$ cat config.mk
export PLATFORM = sky130hd
export DESIGN_NAME = sm_receiver
export DESIGN_NICKNAME = d
export VERILOG_FILES = /design/src/rtl/sm_receiver.sv
export SDC_FILE = /design/constraint.sdc
export NUM_CORES = 1
export LEC_CHECK = 0
export ABC_AREA = 1
export CAP_MARGIN = 10
export CORE_MARGIN = 2
export CORE_UTILIZATION = 45
export DETAILED_ROUTE_END_ITERATION = 8
export PLACE_DENSITY = 0.7
export SYNTH_ARGS = -nofsm -noshare
export SYNTH_HDL_FRONTEND = slang
export SYNTH_SLANG_ARGS = --single-unit
$ cat constraint.sdc
create_clock -name clk_mn -period 2.9 [get_ports clk_mn]
set_clock_uncertainty 0.1 [all_clocks]
set_input_delay 0.725 -clock clk_mn [delete_from_list [all_inputs] [get_ports clk_mn]]
set_output_delay 0.725 -clock clk_mn [all_outputs]
set_load 0.02 [all_outputs]
$ cat src/rtl/sm_receiver.sv
// sm_receiver: captures the sorter's sorted output stream into a local buffer,
// checks address sequencing, sort order and beat count, then serves the
// buffer through a one-cycle-latency registered read port until cleared.
module sm_receiver #(
  parameter int DATA_WIDTH       = 8,
  parameter int ELEMENT_NUM      = 16,
  parameter int LOG2_ELEMENT_NUM = 4,
  parameter int ASCENDING        = 1
) (
  input  logic                        clk_mn,
  input  logic                        rst,
  input  logic                        SM_valid,
  input  logic [LOG2_ELEMENT_NUM-1:0] SM_addr,
  input  logic [DATA_WIDTH-1:0]       SM_data,
  input  logic                        done,
  input  logic                        clear,
  input  logic                        rd_en,
  input  logic [LOG2_ELEMENT_NUM-1:0] rd_addr,
  output logic [DATA_WIDTH-1:0]       rd_data,
  output logic                        rd_valid,
  output logic                        result_valid,
  output logic [LOG2_ELEMENT_NUM:0]   beat_cnt,
  output logic                        addr_err,
  output logic                        order_err,
  output logic                        count_err,
  output logic                        overrun
);

  localparam int unsigned CW = LOG2_ELEMENT_NUM + 1;
  localparam logic [CW-1:0] LP_NUM = CW'(ELEMENT_NUM);

  typedef enum logic [1:0] {
    ST_IDLE,
    ST_COLLECT,
    ST_READY
  } state_t;

  state_t r_state;
  state_t w_state_next;

  logic [DATA_WIDTH-1:0] r_mem [ELEMENT_NUM];
  logic [DATA_WIDTH-1:0] r_prev_data;
  logic [CW-1:0]         r_beat_cnt;
  logic                  r_done_d;
  logic                  r_addr_err;
  logic                  r_order_err;
  logic                  r_count_err;
  logic                  r_overrun;
  logic [DATA_WIDTH-1:0] r_rd_data;
  logic                  r_rd_valid;

  logic          w_capture_open;
  logic          w_read_open;
  logic          w_result_valid;
  logic          w_beat;
  logic          w_overrun_hit;
  logic [CW-1:0] w_cnt_inc;
  logic [CW-1:0] w_cnt_after;
  logic          w_last_beat;
  logic          w_done_rise;
  logic          w_addr_bad;
  logic          w_order_bad;
  logic          w_rd_in_range;

  // Datapath qualifiers; clear masks every update in its cycle.
  always_comb begin
    w_beat        = SM_valid & w_capture_open & ~clear;
    w_overrun_hit = SM_valid & w_read_open & ~clear;
    w_cnt_inc     = r_beat_cnt + 1'b1;
    w_cnt_after   = w_beat ? w_cnt_inc : r_beat_cnt;
    w_last_beat   = w_beat && (w_cnt_inc == LP_NUM);
    w_done_rise   = done & ~r_done_d;
    w_addr_bad    = (SM_addr != r_beat_cnt[LOG2_ELEMENT_NUM-1:0]);
    if (ASCENDING != 0) begin
      w_order_bad = (r_beat_cnt != '0) && (SM_data < r_prev_data);
    end else begin
      w_order_bad = (r_beat_cnt != '0) && (SM_data > r_prev_data);
    end
    w_rd_in_range = ({1'b0, rd_addr} < LP_NUM);
  end

  // State register.
  always_ff @(posedge clk_mn or posedge rst) begin
    if (rst) begin
      r_state <= ST_IDLE;
    end else begin
      r_state <= w_state_next;
    end
  end

  // Next-state logic; the first beat may also be the last when ELEMENT_NUM is 1.
  always_comb begin
    w_state_next = r_state;
    if (clear) begin
      w_state_next = ST_IDLE;
    end else begin
      unique case (r_state)
        ST_IDLE: begin
          if (w_beat) begin
            w_state_next = w_last_beat ? ST_READY : ST_COLLECT;
          end
        end
        ST_COLLECT: begin
          if (w_last_beat) begin
            w_state_next = ST_READY;
          end
        end
        ST_READY: begin
          w_state_next = ST_READY;
        end
        default: begin
          w_state_next = ST_IDLE;
        end
      endcase
    end
  end

  // State-decoded outputs and enables.
  always_comb begin
    w_capture_open = 1'b0;
    w_read_open    = 1'b0;
    w_result_valid = 1'b0;
    unique case (r_state)
      ST_IDLE:    w_capture_open = 1'b1;
      ST_COLLECT: w_capture_open = 1'b1;
      ST_READY: begin
        w_read_open    = 1'b1;
        w_result_valid = 1'b1;
      end
      default: ;
    endcase
  end

  // Done edge detector; follows the raw level even across clear so a done
  // held high through a clear does not register a fresh rise.
  always_ff @(posedge clk_mn or posedge rst) begin
    if (rst) begin
      r_done_d <= 1'b0;
    end else begin
      r_done_d <= done;
    end
  end

  // Beat counter, previous-data register and sticky error flags.
  always_ff @(posedge clk_mn or posedge rst) begin
    if (rst) begin
      r_beat_cnt  <= '0;
      r_prev_data <= '0;
      r_addr_err  <= 1'b0;
      r_order_err <= 1'b0;
      r_count_err <= 1'b0;
      r_overrun   <= 1'b0;
    end else if (clear) begin
      r_beat_cnt  <= '0;
      r_addr_err  <= 1'b0;
      r_order_err <= 1'b0;
      r_count_err <= 1'b0;
      r_overrun   <= 1'b0;
    end else begin
      if (w_beat) begin
        r_beat_cnt  <= w_cnt_inc;
        r_prev_data <= SM_data;
        if (w_addr_bad) begin
          r_addr_err <= 1'b1;
        end
        if (w_order_bad) begin
          r_order_err <= 1'b1;
        end
      end
      if (w_overrun_hit) begin
        r_overrun <= 1'b1;
      end
      // Judged against the post-beat count so a rise alongside the final beat is legal.
      if (w_done_rise && (w_cnt_after != LP_NUM)) begin
        r_count_err <= 1'b1;
      end
    end
  end

  // Capture buffer, addressed by the internal beat counter; not reset or cleared.
  always_ff @(posedge clk_mn) begin
    if (w_beat) begin
      r_mem[r_beat_cnt[LOG2_ELEMENT_NUM-1:0]] <= SM_data;
    end
  end

  // Registered read port, live only in READY; out-of-range addresses return zero.
  always_ff @(posedge clk_mn or posedge rst) begin
    if (rst) begin
      r_rd_data  <= '0;
      r_rd_valid <= 1'b0;
    end else if (clear) begin
      r_rd_valid <= 1'b0;
    end else if (rd_en && w_read_open) begin
      r_rd_valid <= 1'b1;
      r_rd_data  <= w_rd_in_range ? r_mem[rd_addr] : '0;
    end else begin
      r_rd_valid <= 1'b0;
    end
  end

  assign rd_data      = r_rd_data;
  assign rd_valid     = r_rd_valid;
  assign result_valid = w_result_valid;
  assign beat_cnt     = r_beat_cnt;
  assign addr_err     = r_addr_err;
  assign order_err    = r_order_err;
  assign count_err    = r_count_err;
  assign overrun      = r_overrun;

endmodule

==> implementation parameters <==
Parameter                              Value

Outcome
  Status ... completed

Floorplan
  Area of the core ... 15000 um^2
  Effective utilization at floorplan ... 45.5%
  Die width ... 127 um
  Standard-cell row count ... 45
  Top Ports ... 41
  Die height ... 127 um
  Die ar. ... 16200 um^2

Synth
  Syn Area/Cell ... 10.8 um^2
  Most numerous cell types in the synthesized netlist ... sky130_fd_sc_hd__nand2_1, sky130_fd_sc_hd__edfxtp_1, sky130_fd_sc_hd__nand3_1
  Leading register cell type out of synthesis ... sky130_fd_sc_hd__edfxtp_1
  Number of enable-type register cells in the synthesized netlist ... 128
  Asr flop ratio synth ... 18.5%
  Net count after synthesis ... 671
  Number of synthesized register bits ... 157
  Cells after Synth ... 633
  Post-synthesis cell type count ... 29
  Yosys top cell area share ... 56.2%
  Number of warning messages in the yosys log ... 0
  Cell with the most instances after synthesis ... sky130_fd_sc_hd__nand2_1
  Biggest area consumer among synthesized cells ... sky130_fd_sc_hd__edfxtp_1
  Cell Area, Synth ... 6840 um^2
  Sequential element share of the synthesized area ... 66.8%
  Top cells by area, synth ... sky130_fd_sc_hd__edfxtp_1, sky130_fd_sc_hd__nand2_1, sky130_fd_sc_hd__dfrtp_1, sky130_fd_sc_hd__nand3_1, sky130_fd_sc_hd__ha_1

Worst setup path
  Type of element capturing the critical path ... primary output
  Cell-by-cell trace of the critical path ... inv_1 -> ha_1 -> clkdlybuf4s50_1
  Start-to-end type of the worst setup path ... flip-flop to primary output
  Arrival @ worst endpoint ... 1.77 ns
  Critical R2R Launch ... r_state[0]$_DFFE_PP0P_
  Max Fanout on Critical Path ... 4
  Cell at the slowest stage of the critical path ... sky130_fd_sc_hd__clkdlybuf4s50_1
  FF-to-FF path depth ... 9
  Launching element type of the critical path ... flip-flop
  Highest cell delay on the worst timing path ... 0.62 ns
  Setup slack of the worst register-to-register path ... 0.81 ns
  Reg-to-Reg End ... r_mem[12][4]$_DFFE_PP_
  Req. time, crit path ... 2.08 ns

Cells and area
  Fraction of layout instances using a drive strength above 1 ... 10.7%
  Net count of the finished layout ... 732
  Diodes inserted ... 0
  Filler Cell Count ... 1243
  Synth-to-Final Area Change ... 18.1%

Global routing
  Global-route congestion overflow total ... 0
  Global-route track usage on met3 ... 4.31%
  Global-route wire length before repair ... 24600 um
  Global-route met2 utilization ... 32.9%
  GRT Util Overall ... 20.5%
  Met1 capacity usage during global routing ... 27.1%
  Pin count of the biggest net entering global routing ... 65
  Via count of the first global-routing pass ... 4647
  Most utilized layer in the global route result ... met2
  Number of antenna violations at the first check in global routing ... 0

Route
  Via count normalized by instance count ... 5.25
  Count of nets left with antenna violations after detail routing ... 0
  Pre-Repair DR Iteration Count ... 5
  Routed via count ... 4703
  Aggregate routed wire length ... 15600 um
  Drc violations ... 0
  Detail-routed net length per standard cell ... 17.4 um
  Number of DRC violations after detailed-routing iteration 0 ... 402

Power and ir drop
  Leak ... 0.00318 uW
  Highest ir drop seen on vdd ... 0.000466 V
  Power per Cell Area ... 717 nW/um^2
  Total power consumption of the routed design ... 5790 uW

STA
  Actual slew at the worst max-slew pin ... 0.679 ns
  Max transition margin ... 54.7%
  Final min period ... 2.59 ns
  Setup repair after global routing missed its margin ... false
  Share of the clock period used by the worst path after layout ... 89.3%
  Achievable clock frequency ... 386 MHz
  Setup-failing EPs final ... 0
  TNS Setup ... 0 ns
  Max-slew violations ... 0
  Final hold violation count ... 0

Hold path
  Hold worst-path end ... overrun$_DFFE_PP0P_
  Type of the worst min-delay path ... flip-flop to flip-flop
  Hold depth ... 2
  Beginning of the worst hold path ... overrun$_DFFE_PP0P_

Clock tree
  Post-CTS setup buffers ... 0
  Max clock buf depth ... 2
  Clock tree from TritonCTS ... built
  Buffer cell driving the clock tree root ... sky130_fd_sc_hd__clkbuf_16
  Sink count of the clock tree ... 157
  Worst-skew pair later-pin latency ... 0.43 ns
  Cts bufs inserted ... 17
  Post-cts gate resize count ... 0
  Number of buffers inserted for hold repair after clock tree synthesis ... 0
  Number of H-tree branching levels ... 4
  CTS clock-pin slew for the worst setup and hold paths ... 0.06 ns

Flow run
  Number of maximum-capacitance violations ... 0

Placed design
  Half-perimeter wire length of the detailed placement result ... 10000 um
  Routability cong. ... 0.861
  Number of buffers inserted by port buffering ... 40
## placed cells by master (no fill, tap or decap), types with 3 or more instances in the layout
master	instances
sky130_fd_sc_hd__a21oi_1	7
sky130_fd_sc_hd__a31oi_1	8
sky130_fd_sc_hd__buf_4	32
sky130_fd_sc_hd__clkbuf_1	7
sky130_fd_sc_hd__clkbuf_16	17
sky130_fd_sc_hd__clkdlybuf4s50_1	39
sky130_fd_sc_hd__clkinv_2	3
sky130_fd_sc_hd__dfrtp_1	29
sky130_fd_sc_hd__edfxtp_1	128
sky130_fd_sc_hd__ha_1	16
sky130_fd_sc_hd__inv_1	29
sky130_fd_sc_hd__inv_2	6
sky130_fd_sc_hd__nand2_1	211
sky130_fd_sc_hd__nand2_2	4
sky130_fd_sc_hd__nand3_1	101
sky130_fd_sc_hd__nand4_1	5
sky130_fd_sc_hd__nor2_1	32
sky130_fd_sc_hd__nor3_1	3
sky130_fd_sc_hd__o21ai_1	9
sky130_fd_sc_hd__xnor2_1	4
## kinds of logic (layout without fill, tap and decap cells)
kind of cell | count (synthesis) | in the layout | share of synthesized area [%]
buffers and inverters | 66 | 140 | 4.63
adder cells (fa/ha/maj) | 16 | 16 | 2.93
XOR/XNOR | 5 | 5 | 0.750
flip-flops | 157 | 157 | 66.8
AO/OA/AOI/OAI | 28 | 28 | 2.36
AND/OR/NAND/NOR | 361 | 361 | 22.5
## sequential cells by signal (all words and copies together) (netlist names)
signal / count
beat_cnt: 5
order_err: 1
addr_err: 1
r_mem: 128
overrun: 1
r_prev_data: 8
rd_valid: 1
r_state: 2
rd_data: 8
count_err: 1
r_done_d: 1
## stage by stage
| step | util [%] | instances | worst slack [ns] | hold slack [ns] | area (um^2) |
|---|---|---|---|---|---|
| after floorplan | - | 633 | 0.760 | 0.353 | 6840 |
| after global placement | 50.2 | 863 | 0.368 | 0.381 | 7540 |
| after detailed placement | 50.2 | 863 | 0.325 | 0.385 | 7540 |
| after CTS | 53.7 | 895 | 0.300 | 0.398 | 8080 |
| after global routing | 53.7 | 895 | 0.231 | 0.423 | 8080 |
| final | 53.7 | 895 | 0.309 | 0.396 | 8080 |
## critical path, delay by kind of cell (launching register included)
family / cells / cell delay, ns
buf+inv: 2 / 0.71
flops: 1 / 0.41
fa+ha+maj: 1 / 0.21
## worst max path at each step
stage / startpoint / cells past startpoint / slack, ns / endpoint
floorplan: clear / 4 / 0.76 / r_mem[3][0]$_DFFE_PP_
global placement: SM_valid / 6 / 0.37 / r_mem[12][3]$_DFFE_PP_
detailed placement: SM_valid / 6 / 0.32 / r_mem[12][3]$_DFFE_PP_
CTS: r_state[0]$_DFFE_PP0P_ / 3 / 0.30 / result_valid
global route: r_state[0]$_DFFE_PP0P_ / 3 / 0.23 / result_valid
finish: r_state[0]$_DFFE_PP0P_ / 3 / 0.31 / result_valid
## where the power goes
group / total [uW] / internal, uW / leakage (uW) / switching (uW)
logic: 1060 / 429 / 0.00141 / 627
clock network: 2030 / 1200 / 0.000255 / 830
registers: 2710 / 2610 / 0.00152 / 93.5
total: 5790 / 4240 / 0.00318 / 1550
## layout make-up
class	count	area [um^2]	area share (%)
Clock buffer	25	465	5.76
Sequential cell	157	4570	56.6
Timing Repair Buffer	73	656	8.12
Clock inverter	7	68.8	0.852
Multi-Input combinational cell	410	1950	24.2
Tap cell	188	235	2.91
Inverter	35	131	1.63
## metal layers
layer | up-vias | part of all wire, %
li1 | 2275 | -
met1 | 2243 | 44
met2 | 150 | 47
met3 | 35 | 5.8
met4 | 0 | 2.7
met5 | - | 0
No activity file was read; power rests on OpenSTA's default activity.
